**config.mk**
```make
export PLATFORM = sky130hd
export DESIGN_NAME = rd_fifo_status_ctrl
export DESIGN_NICKNAME = d
export VERILOG_FILES = /design/src/rtl/vdma_pkg.sv /design/src/rtl/rd_space_calc.sv /design/src/rtl/rd_fifo_status_ctrl.sv
export SDC_FILE = /design/constraint.sdc
export NUM_CORES = 1
export LEC_CHECK = 0
export CAP_MARGIN = 20
export CORE_MARGIN = 8
export CORE_UTILIZATION = 30
export DETAILED_ROUTE_END_ITERATION = 7
export PLACE_DENSITY_LB_ADDON = 0.08
export SLEW_MARGIN = 30
export SYNTH_ARGS = -nofsm -noshare
export SYNTH_HDL_FRONTEND = slang
export SYNTH_SLANG_ARGS = --single-unit
```
**constraint.sdc**
```tcl
create_clock -name clock -period 5 [get_ports clock]
set_input_delay 1 -clock clock [delete_from_list [all_inputs] [get_ports clock]]
set_output_delay 1 -clock clock [all_outputs]
set_load 0.02 [all_outputs]
```
**src/rtl/vdma_pkg.sv**
```systemverilog
// Shared VDMA definitions: FIFO geometry and the status-controller state encoding.
package vdma_pkg;

    localparam int unsigned DEPTH   = 512;
    localparam int unsigned COUNT_W = 10;
    localparam int unsigned SPACE_W = 11;

    typedef enum logic [2:0] {
        IDLE,
        REQ,
        WAIT_DONE,
        FSH,
        TIME_ERR,
        FLUSH
    } state_t;

endpackage

```
**src/rtl/rd_space_calc.sv**
```systemverilog
// FIFO free-space check for the read channel.
// Ports:
//   clock, rst   rising-edge clock, async active-high reset
//   enable       allows a new request to be armed
//   arm          controller is idle and not reloading this cycle
//   count        current FIFO fill in beats
//   remaining    beats still to fetch for the current frame
//   pend_start   a frame reload is pending
//   nxt_len_c    length the next burst would have (combinational)
//   go_r         registered "start a burst" qualifier
module rd_space_calc
    import vdma_pkg::*;
#(
    parameter int unsigned DEPTH     = vdma_pkg::DEPTH,
    parameter int unsigned BURST_LEN = 100,
    parameter int unsigned MARGIN    = 16,
    parameter int unsigned LSIZE     = 9,
    parameter int unsigned FSIZE     = 24
) (
    input  logic               clock,
    input  logic               rst,
    input  logic               enable,
    input  logic               arm,
    input  logic [COUNT_W-1:0] count,
    input  logic [FSIZE-1:0]   remaining,
    input  logic               pend_start,
    output logic [LSIZE-1:0]   nxt_len_c,
    output logic               go_r
);

    localparam int unsigned CMP_W = ((LSIZE > SPACE_W) ? LSIZE : SPACE_W) + 2;

    logic [SPACE_W-1:0] space_c;
    logic [CMP_W-1:0]   need_c;
    logic               fits_c;

    // Free space; an over-range count reads as a full FIFO.
    always_comb begin
        space_c = '0;
        if (SPACE_W'(count) <= SPACE_W'(DEPTH)) begin
            space_c = SPACE_W'(DEPTH) - SPACE_W'(count);
        end
    end

    // Next burst length: nominal, or the frame tail when shorter.
    always_comb begin
        nxt_len_c = LSIZE'(BURST_LEN);
        if (remaining < FSIZE'(BURST_LEN)) begin
            nxt_len_c = remaining[LSIZE-1:0];
        end
    end

    assign need_c = CMP_W'(nxt_len_c) + CMP_W'(MARGIN);
    assign fits_c = CMP_W'(space_c) >= need_c;

    // Qualified only while idle so a stale go_r never follows a decrement or reload.
    always_ff @(posedge clock or posedge rst) begin
        if (rst) begin
            go_r <= 1'b0;
        end else begin
            go_r <= arm & enable & (remaining != '0) & fits_c & ~pend_start;
        end
    end

endmodule

```
**src/rtl/rd_fifo_status_ctrl.sv**
```systemverilog
// Read-channel FIFO status controller: issues AXI read bursts to the read
// engine while the stream FIFO has room, until a frame's beats are fetched.
// Ports:
//   clock, rst     rising-edge clock, async active-high reset
//   enable         gates new requests (an in-flight burst still completes)
//   frame_start    pulse: reload the remaining counter from frame_len
//   frame_len      beats per frame
//   count          FIFO fill in beats
//   resp, done     engine accepted request / finished last beat
//   burst_req      request pending, held until resp
//   req_len        length of the pending/current burst
//   burst_done     pulse per completed burst
//   frame_done     pulse when the frame is fully fetched
//   rst_chain      pulse on timeout, resets engine and FIFO
//   busy           high outside IDLE and FLUSH
module rd_fifo_status_ctrl
    import vdma_pkg::*;
#(
    parameter int unsigned DEPTH     = vdma_pkg::DEPTH,
    parameter int unsigned BURST_LEN = 100,
    parameter int unsigned MARGIN    = 16,
    parameter int unsigned LSIZE     = 9,
    parameter int unsigned FSIZE     = 24,
    parameter int unsigned TIMEOUT   = 24'hFFF000
) (
    input  logic               clock,
    input  logic               rst,
    input  logic               enable,
    input  logic               frame_start,
    input  logic [FSIZE-1:0]   frame_len,
    input  logic [COUNT_W-1:0] count,
    input  logic               resp,
    input  logic               done,
    output logic               burst_req,
    output logic [LSIZE-1:0]   req_len,
    output logic               burst_done,
    output logic               frame_done,
    output logic               rst_chain,
    output logic               busy
);

    state_t             state, nstate;
    logic [FSIZE-1:0]   remaining, remaining_nxt;
    logic               pend_start, pend_start_nxt;
    logic [FSIZE-1:0]   pend_len, pend_len_nxt;
    logic [LSIZE-1:0]   req_len_nxt;
    logic [FSIZE-1:0]   tcnt, tcnt_nxt;
    logic [LSIZE-1:0]   nxt_len_c;
    logic               go_r;
    logic               arm_c;
    logic               tmo_c;
    logic               in_burst_c;
    logic               frame_fin_c;

    assign arm_c      = (state == IDLE) & ~frame_start & ~pend_start;
    assign tmo_c      = (tcnt == FSIZE'(TIMEOUT));
    assign in_burst_c = (state == REQ) | (state == WAIT_DONE);

    rd_space_calc #(
        .DEPTH     (DEPTH),
        .BURST_LEN (BURST_LEN),
        .MARGIN    (MARGIN),
        .LSIZE     (LSIZE),
        .FSIZE     (FSIZE)
    ) u_space (
        .clock      (clock),
        .rst        (rst),
        .enable     (enable),
        .arm        (arm_c),
        .count      (count),
        .remaining  (remaining),
        .pend_start (pend_start),
        .nxt_len_c  (nxt_len_c),
        .go_r       (go_r)
    );

    // Next-state, counters and frame bookkeeping.
    always_comb begin
        nstate         = state;
        remaining_nxt  = remaining;
        pend_start_nxt = pend_start;
        pend_len_nxt   = pend_len;
        req_len_nxt    = req_len;
        tcnt_nxt       = '0;
        frame_fin_c    = 1'b0;

        unique case (state)
            IDLE: begin
                if (frame_start) begin
                    remaining_nxt  = frame_len;
                    pend_start_nxt = 1'b0;
                end else if (pend_start) begin
                    remaining_nxt  = pend_len;
                    pend_start_nxt = 1'b0;
                end else if (go_r) begin
                    req_len_nxt = nxt_len_c;
                    nstate      = REQ;
                end
            end
            REQ: begin
                if (tmo_c) begin
                    nstate = TIME_ERR;
                end else if (resp) begin
                    nstate = WAIT_DONE;
                end
            end
            WAIT_DONE: begin
                if (tmo_c) begin
                    nstate = TIME_ERR;
                end else if (done) begin
                    nstate = FSH;
                end
            end
            FSH: begin
                remaining_nxt = remaining - FSIZE'(req_len);
                nstate        = IDLE;
            end
            TIME_ERR: begin
                remaining_nxt  = '0;
                pend_start_nxt = 1'b0;
                nstate         = FLUSH;
            end
            FLUSH: begin
                if (frame_start) begin
                    remaining_nxt = frame_len;
                    nstate        = IDLE;
                end
            end
            default: nstate = IDLE;
        endcase

        // A new frame arriving mid-burst is parked until the controller idles.
        if (frame_start && ((state == REQ) || (state == WAIT_DONE) || (state == FSH))) begin
            pend_start_nxt = 1'b1;
            pend_len_nxt   = frame_len;
        end

        // Saturating timeout counter, live only while a burst is outstanding.
        if (in_burst_c) begin
            tcnt_nxt = (tcnt == '1) ? tcnt : tcnt + FSIZE'(1);
        end

        // Pulses are registered from nstate so they line up with the FSH/TIME_ERR states.
        frame_fin_c = (nstate == FSH) & (remaining == FSIZE'(req_len)) & ~pend_start_nxt;
    end

    // State and registered outputs.
    always_ff @(posedge clock or posedge rst) begin
        if (rst) begin
            state      <= IDLE;
            remaining  <= '0;
            pend_start <= 1'b0;
            pend_len   <= '0;
            tcnt       <= '0;
            req_len    <= '0;
            burst_req  <= 1'b0;
            burst_done <= 1'b0;
            frame_done <= 1'b0;
            rst_chain  <= 1'b0;
            busy       <= 1'b0;
        end else begin
            state      <= nstate;
            remaining  <= remaining_nxt;
            pend_start <= pend_start_nxt;
            pend_len   <= pend_len_nxt;
            tcnt       <= tcnt_nxt;
            req_len    <= req_len_nxt;
            burst_req  <= (nstate == REQ);
            burst_done <= (nstate == FSH);
            frame_done <= frame_fin_c;
            rst_chain  <= (nstate == TIME_ERR);
            busy       <= ~((nstate == IDLE) | (nstate == FLUSH));
        end
    end

endmodule

```
==> results of run 1 <==
[synthesized netlist by cell type, drive strengths merged, types with 8 or more instances]
library cell and number:
inv 24, ha 23, nand2 48, mux2i 9, clkbuf 8, o21ai 40, xnor2 16, dfrtp 91
a21oi 32, nand3 14, nor3 22, nand4 10, xor2 17, mux2 26, nor4 9, nor2 67
a31oi 8, a22oi 8, buf 18
[worst max-delay path: cells and delay by family]
kind,cells,cell delay (ns)
buffers and inverters,1,0.46
adders and majority gates,1,0.22
AOI/OAI and AO/OA,6,1.02
and+or+nand+nor,5,1.29
[stage by stage]
step	area (sq um)	hold slack, ns	cells	worst slack [ns]
after floorplan	5660	0.439	597	1.64
after global placement	6400	0.490	865	0.991
after detailed placement	6400	0.494	865	0.905
after CTS	6690	0.494	881	1.26
after global routing	6690	0.523	881	0.995
final	6690	0.489	881	1.22
[sequential cells by signal (all words and copies together) (netlist names)]
| register | count |
|---|---|
| rst_chain | 1 |
| tcnt | 24 |
| pend_start | 1 |
| busy | 1 |
| state | 3 |
| burst_req | 1 |
| frame_done | 1 |
| u_space.go_r | 1 |
| burst_done | 1 |
| pend_len | 24 |
| remaining | 24 |
| req_len | 9 |
[cell type report]
type / count / area (sq um) / share of cell area, %
Timing Repair Buffer: 60 / 583 / 8.72
Tap cell: 234 / 293 / 4.38
Multi-Input combinational cell: 456 / 3150 / 47.1
Clock buffer: 14 / 254 / 3.80
Sequential cell: 91 / 2280 / 34.1
Inverter: 24 / 91.3 / 1.37
Clock inverter: 2 / 35.0 / 0.524
[layer usage]
metal | up-vias | global-route usage (%) | routed length (um)
met5 | - | 0 | 0
met4 | 0 | 4.95 | 267
met3 | 17 | 2.40 | 416
met2 | 53 | 23.4 | 7660
met1 | 2261 | 16.0 | 6810
li1 | 2254 | - | -
[final timing paths]
| check | cells after the start | end |
|---|---|---|
| worst min register to register | 1 | req_len[7] |
| worst max-delay path | 13 | u_space.go_r |
| max in group asynchronous | 3 | pend_len[8] |
| min in group asynchronous | 2 | state[1] |
| worst max register to register | 12 | u_space.go_r |
| worst min-delay path | 1 | req_len[7] |
[logic make-up after synthesis]
logic type,count (synthesis),share of synthesized area [%]
buffers and inverters,50,4.23
XOR/XNOR,33,5.11
flip-flops,91,40.3
AO/OA/AOI/OAI,143,17.9
other,1,0.0663
multiplexers,35,6.77
AND/OR/NAND/NOR,218,20.2
adder cells (fa/ha/maj),24,5.44
[report_power, final]
group          internal [uW]  switching (uW)  leakage (uW)
sequential               968             210       0.00115
combinational            568             749       0.00148
clock                    402             282      0.000141
total                   1940            1240       0.00278
==> flow_summary.toml, run 1 <==
[run_status]
status = "finished clean"

[clocking]
cts_sinks = 91
clkSlewWorstSetupHoldPaths_ns = 0.07
htree_num_levels = 3
post_cts_buffers = 0
cts_root_buffer = "clkbuf_16"
cts_tree = "built"
hold_buffers = 0
cts_buffer_depth = 2
clkLatencyLatePin_ns = 0.34
cts_resized = 0
cts-buffers-inserted = 9

[critical_path]
cp-startpoint = "count[4]"
cp.arrival_ns = 4.00
crit_required_ns = 5.22
crit_path_max_fanout = 4
worstPathCellList = "clkdlybuf4s50_1, nor4_1, nand2_1, nor3_1, nor2b_4, o21a_1, nor2_1, ha_1, o21ai_0, a21oi_1, o21a_1, o311ai_0, a21oi_1"
rr_startpoint = "remaining[19]"
rrSetupSlack_ns = 1.46
crit_type = "in -> reg"
crit_path_start_kind = "primary input"
end_kind = "flop"
slowest_delay_ns = 0.52
cp_slowest_cell = "nor3_1"

[routing]
firstDrtPassIters = 5
drc = 0
drtIter0Drc = 242
num_vias = 4585
via_per_inst = 5.20
route.detailed.wl_per_inst_um = 17.2
drtAntennaViolNets = 0
routed_wl_mm = 15.1

[logic_synthesis]
synth_top_area_cell = "dfrtp_1"
synth-edff-count = 0
synthArstFlopShare_pct = 100
synth_top_area_share_pct = 40.3
synthFlopType = "dfrtp_1"
seq_area_frac_synth_pct = 40.3
synth.top_cells.by_area = "dfrtp_1, mux2_2, ha_1, nor2_1, nand2_1"
synthDistinctLibCells = 78
syn_inst = 595
synth_seq_cells = 91
syn_area_sq_mm = 0.00565
synth_warnings = 0
syn_area_per_cell_sq_um = 9.50

[global_route]
grt_overflow = 0
track_usage_pct = 13.3
antenna_found_initial = 0
grt_pass1_wl_mm = 25.2
first_global_vias = 4825
grt_max_degree = 38

[job]
cap_violations = 0

[sta]
tns_ns = 0
rsz0062_at_grt = "no"
finClkSkew_ns = 0.00928
slew_violations = 0
setup_viol = 0
hold_viol = 0
worst_slew_pin_slew_ns = 0.904
max_freq_mhz = 265
min_period_ns = 3.78
relSlewSlack_pct = 39.6
fin_crit_sh_pct = 75.5

[layout]
diodes = 0
final_common_cell = "dfrtp_1"
drive_above_1_share_pct = 10.8
syn_to_final_growth_pct = 18.2
final_cell_mix = "dfrtp_1, nor2_1, clkdlybuf4s50_1, nand2_1, o21ai_0"
final_core_util_pct = 36.0
fin_nets = 706
n_fill_cell = 1875

[hold_path]
holdCritStartpoint = "u_space.go_r"
hp-class = "reg -> reg"

[place]
hpwl_mm = 11.3
io_buffer_count = 53
finalWeightedCongestion = 0.829

[power]
finalPower_uw = 3180
irDropWorstVdd_mv = 0.264
power.leakage_uw = 0.00278
power.density_mw_per_mm2 = 476

[floorplanning]
die_width_um = 153
die_area_sq_mm = 0.0235
io_pins = 54
initial_utilization_pct = 30.4
dieHeight_um = 153
rows = 50
core_sq_mm = 0.0186
(Power assumes the default switching activity.)
==> run 2: changes to the inputs <==
- clock period: 5 -> 3.1 ns (I/O delays scaled with it)
==> run 2 against run 1 <==
Clock power is 90% higher. Count of clock-buffer cells in the layout is 4 lower. Die area stayed put. Routed wire length is 4.3% higher. Design area is 6.2% higher. Setup slack worse by 1.1 ns. Worst hold slack better by 0.016 ns. Combinational power is 82% higher. Critical path depth stayed put. Sequential share of layout area is 2.0 points lower. Largest cell class unchanged.
==> flow_summary.toml, run 2 (synthesis results as in run 1) <==
[run_status]
status = "finished clean"

[layout]
diodes = 0
n_fill_cell = 1869
final_cell_count_no_fill = 918
fin_nets = 743
drive_above_1_share_pct = 17.1
final_common_cell = "dfrtp_1"
final_cell_mix = "dfrtp_1, nor2_1, clkdlybuf4s50_1, nand2_1, buf_4"
largestRegisters = "pend_len (24), remaining (24), tcnt (24)"
multiInputGateArea_sq_mm = 0.00320
syn_to_final_growth_pct = 25.6
seq_area_sq_mm = 0.00228
final_core_util_pct = 38.2

[floorplanning]
die_area_sq_mm = 0.0235
core_sq_mm = 0.0186
die_width_um = 153
initial_utilization_pct = 30.4
io_pins = 54
dieHeight_um = 153
rows = 50

[routing]
num_vias = 4758
routed_wl_mm = 15.8
firstDrtPassIters = 5
drc = 0
drtIter0Drc = 276
route.detailed.wl_per_inst_um = 17.2
via_per_inst = 5.18
drtAntennaViolNets = 0

[global_route]
grt_overflow = 0
met3_usage_pct = 2.23
track_usage_pct = 13.6
first_global_vias = 4888
grt_max_degree = 37
top_usage_layer = "met2"
antenna_found_initial = 0
grt_util_met1_pct = 16.8
grt_pass1_wl_mm = 25.7
use_met2_pct = 23.4

[clocking]
post_cts_buffers = 0
cts_root_buffer = "clkbuf_16"
clkLatencyLatePin_ns = 0.35
cts_sinks = 91
clkSlewWorstSetupHoldPaths_ns = 0.07
htree_num_levels = 3
cts_tree = "built"
cts-buffers-inserted = 9
cts_buffer_depth = 2

[critical_path]
end_kind = "flop"
rrSetupSlack_ns = 0.20
crit_path_max_fanout = 5
crit_path_start_kind = "primary input"
crit_required_ns = 3.33
crit_type = "in -> reg"
cp.arrival_ns = 3.17

[power]
power.density_mw_per_mm2 = 785
power.leakage_uw = 0.00301
irDropWorstVdd_mv = 0.357
finalPower_uw = 5580

[sta]
setup_slack_ns = 0.167
fin_crit_sh_pct = 94.6
setup_viol = 0
rsz0062_at_grt = "no"
hold_viol = 0
relSlewSlack_pct = 52.3
worst_slew_pin_slew_ns = 0.713
finClkSkew_ns = 0.00608
min_period_ns = 2.93
max_freq_mhz = 341
slew_violations = 0

[job]
cap_violations = 0

[hold_path]
hp-class = "reg -> reg"

[place]
finalWeightedCongestion = 0.820
io_buffer_count = 53
placed_cells = 902
pre_cts_ws_ns = -0.342
hpwl_mm = 11.9
==> run 2: what timing repair did <==
| action | CTS | global route |
|---|---|---|
| resized for setup | 1 | 12 |
| pin swaps | 0 | 2 |
| hold buffers | 0 | 0 |
| endpoints found under the setup margin | 1 | 1 |
==> run 2: worst paths after layout <==
path,startpoint,to,cells after the start
worst max-delay path,count[5],u_space.go_r,13
worst min-delay path,pend_len[4],pend_len[4],1
worst max register to register,remaining[11],u_space.go_r,12
worst min register to register,pend_len[4],pend_len[4],1
max in group asynchronous,rst,pend_len[10],3
min in group asynchronous,rst,burst_done,2
==> run 2: final cells by class <==
class | count | share of cell area (%)
Sequential cell | 91 | 32.1
Inverter | 24 | 1.29
Multi-Input combinational cell | 456 | 45.1
Timing Repair Buffer | 97 | 12.5
Clock buffer | 10 | 3.37
Clock inverter | 6 | 1.59
Tap cell | 234 | 4.12
==> run 2: per-layer routing <==
| layer | share of wire [%] | up-vias |
|---|---|---|
| li1 | - | 2337 |
| met1 | 46 | 2325 |
| met2 | 49 | 76 |
| met3 | 3.4 | 20 |
| met4 | 1.8 | 0 |
| met5 | 0 | - |
==> run 2: per-stage QoR <==
| step | TNS (ns) | hold WS [ns] | cell area (sq um) |
|---|---|---|---|
| after floorplan | 0 | 0.439 | 5660 |
| after global placement | -0.324 | 0.488 | 6700 |
| after detailed placement | -0.342 | 0.495 | 6700 |
| after CTS | 0 | 0.510 | 7050 |
| after global routing | 0 | 0.531 | 7100 |
| final | 0 | 0.505 | 7100 |
==> run 2: power by group <==
group / switching [uW] / internal (uW) / total [uW]
registers: 311 / 1560 / 1870
logic: 1320 / 1080 / 2400
clock network: 492 / 812 / 1300
total: 2130 / 3450 / 5580
==> run 2: worst max-delay path: stages <==
cell             delay (ns)
clkdlybuf4s50_1        0.43
nor4_2                 0.30
nand2_1                0.11
or2_2                  0.29
buf_4                  0.15
a211o_1                0.28
nand2_1                0.07
ha_1                   0.25
a21oi_1                0.14
o21ai_1                0.12
a41o_1                 0.23
o311ai_2               0.08
a21oi_1                0.10
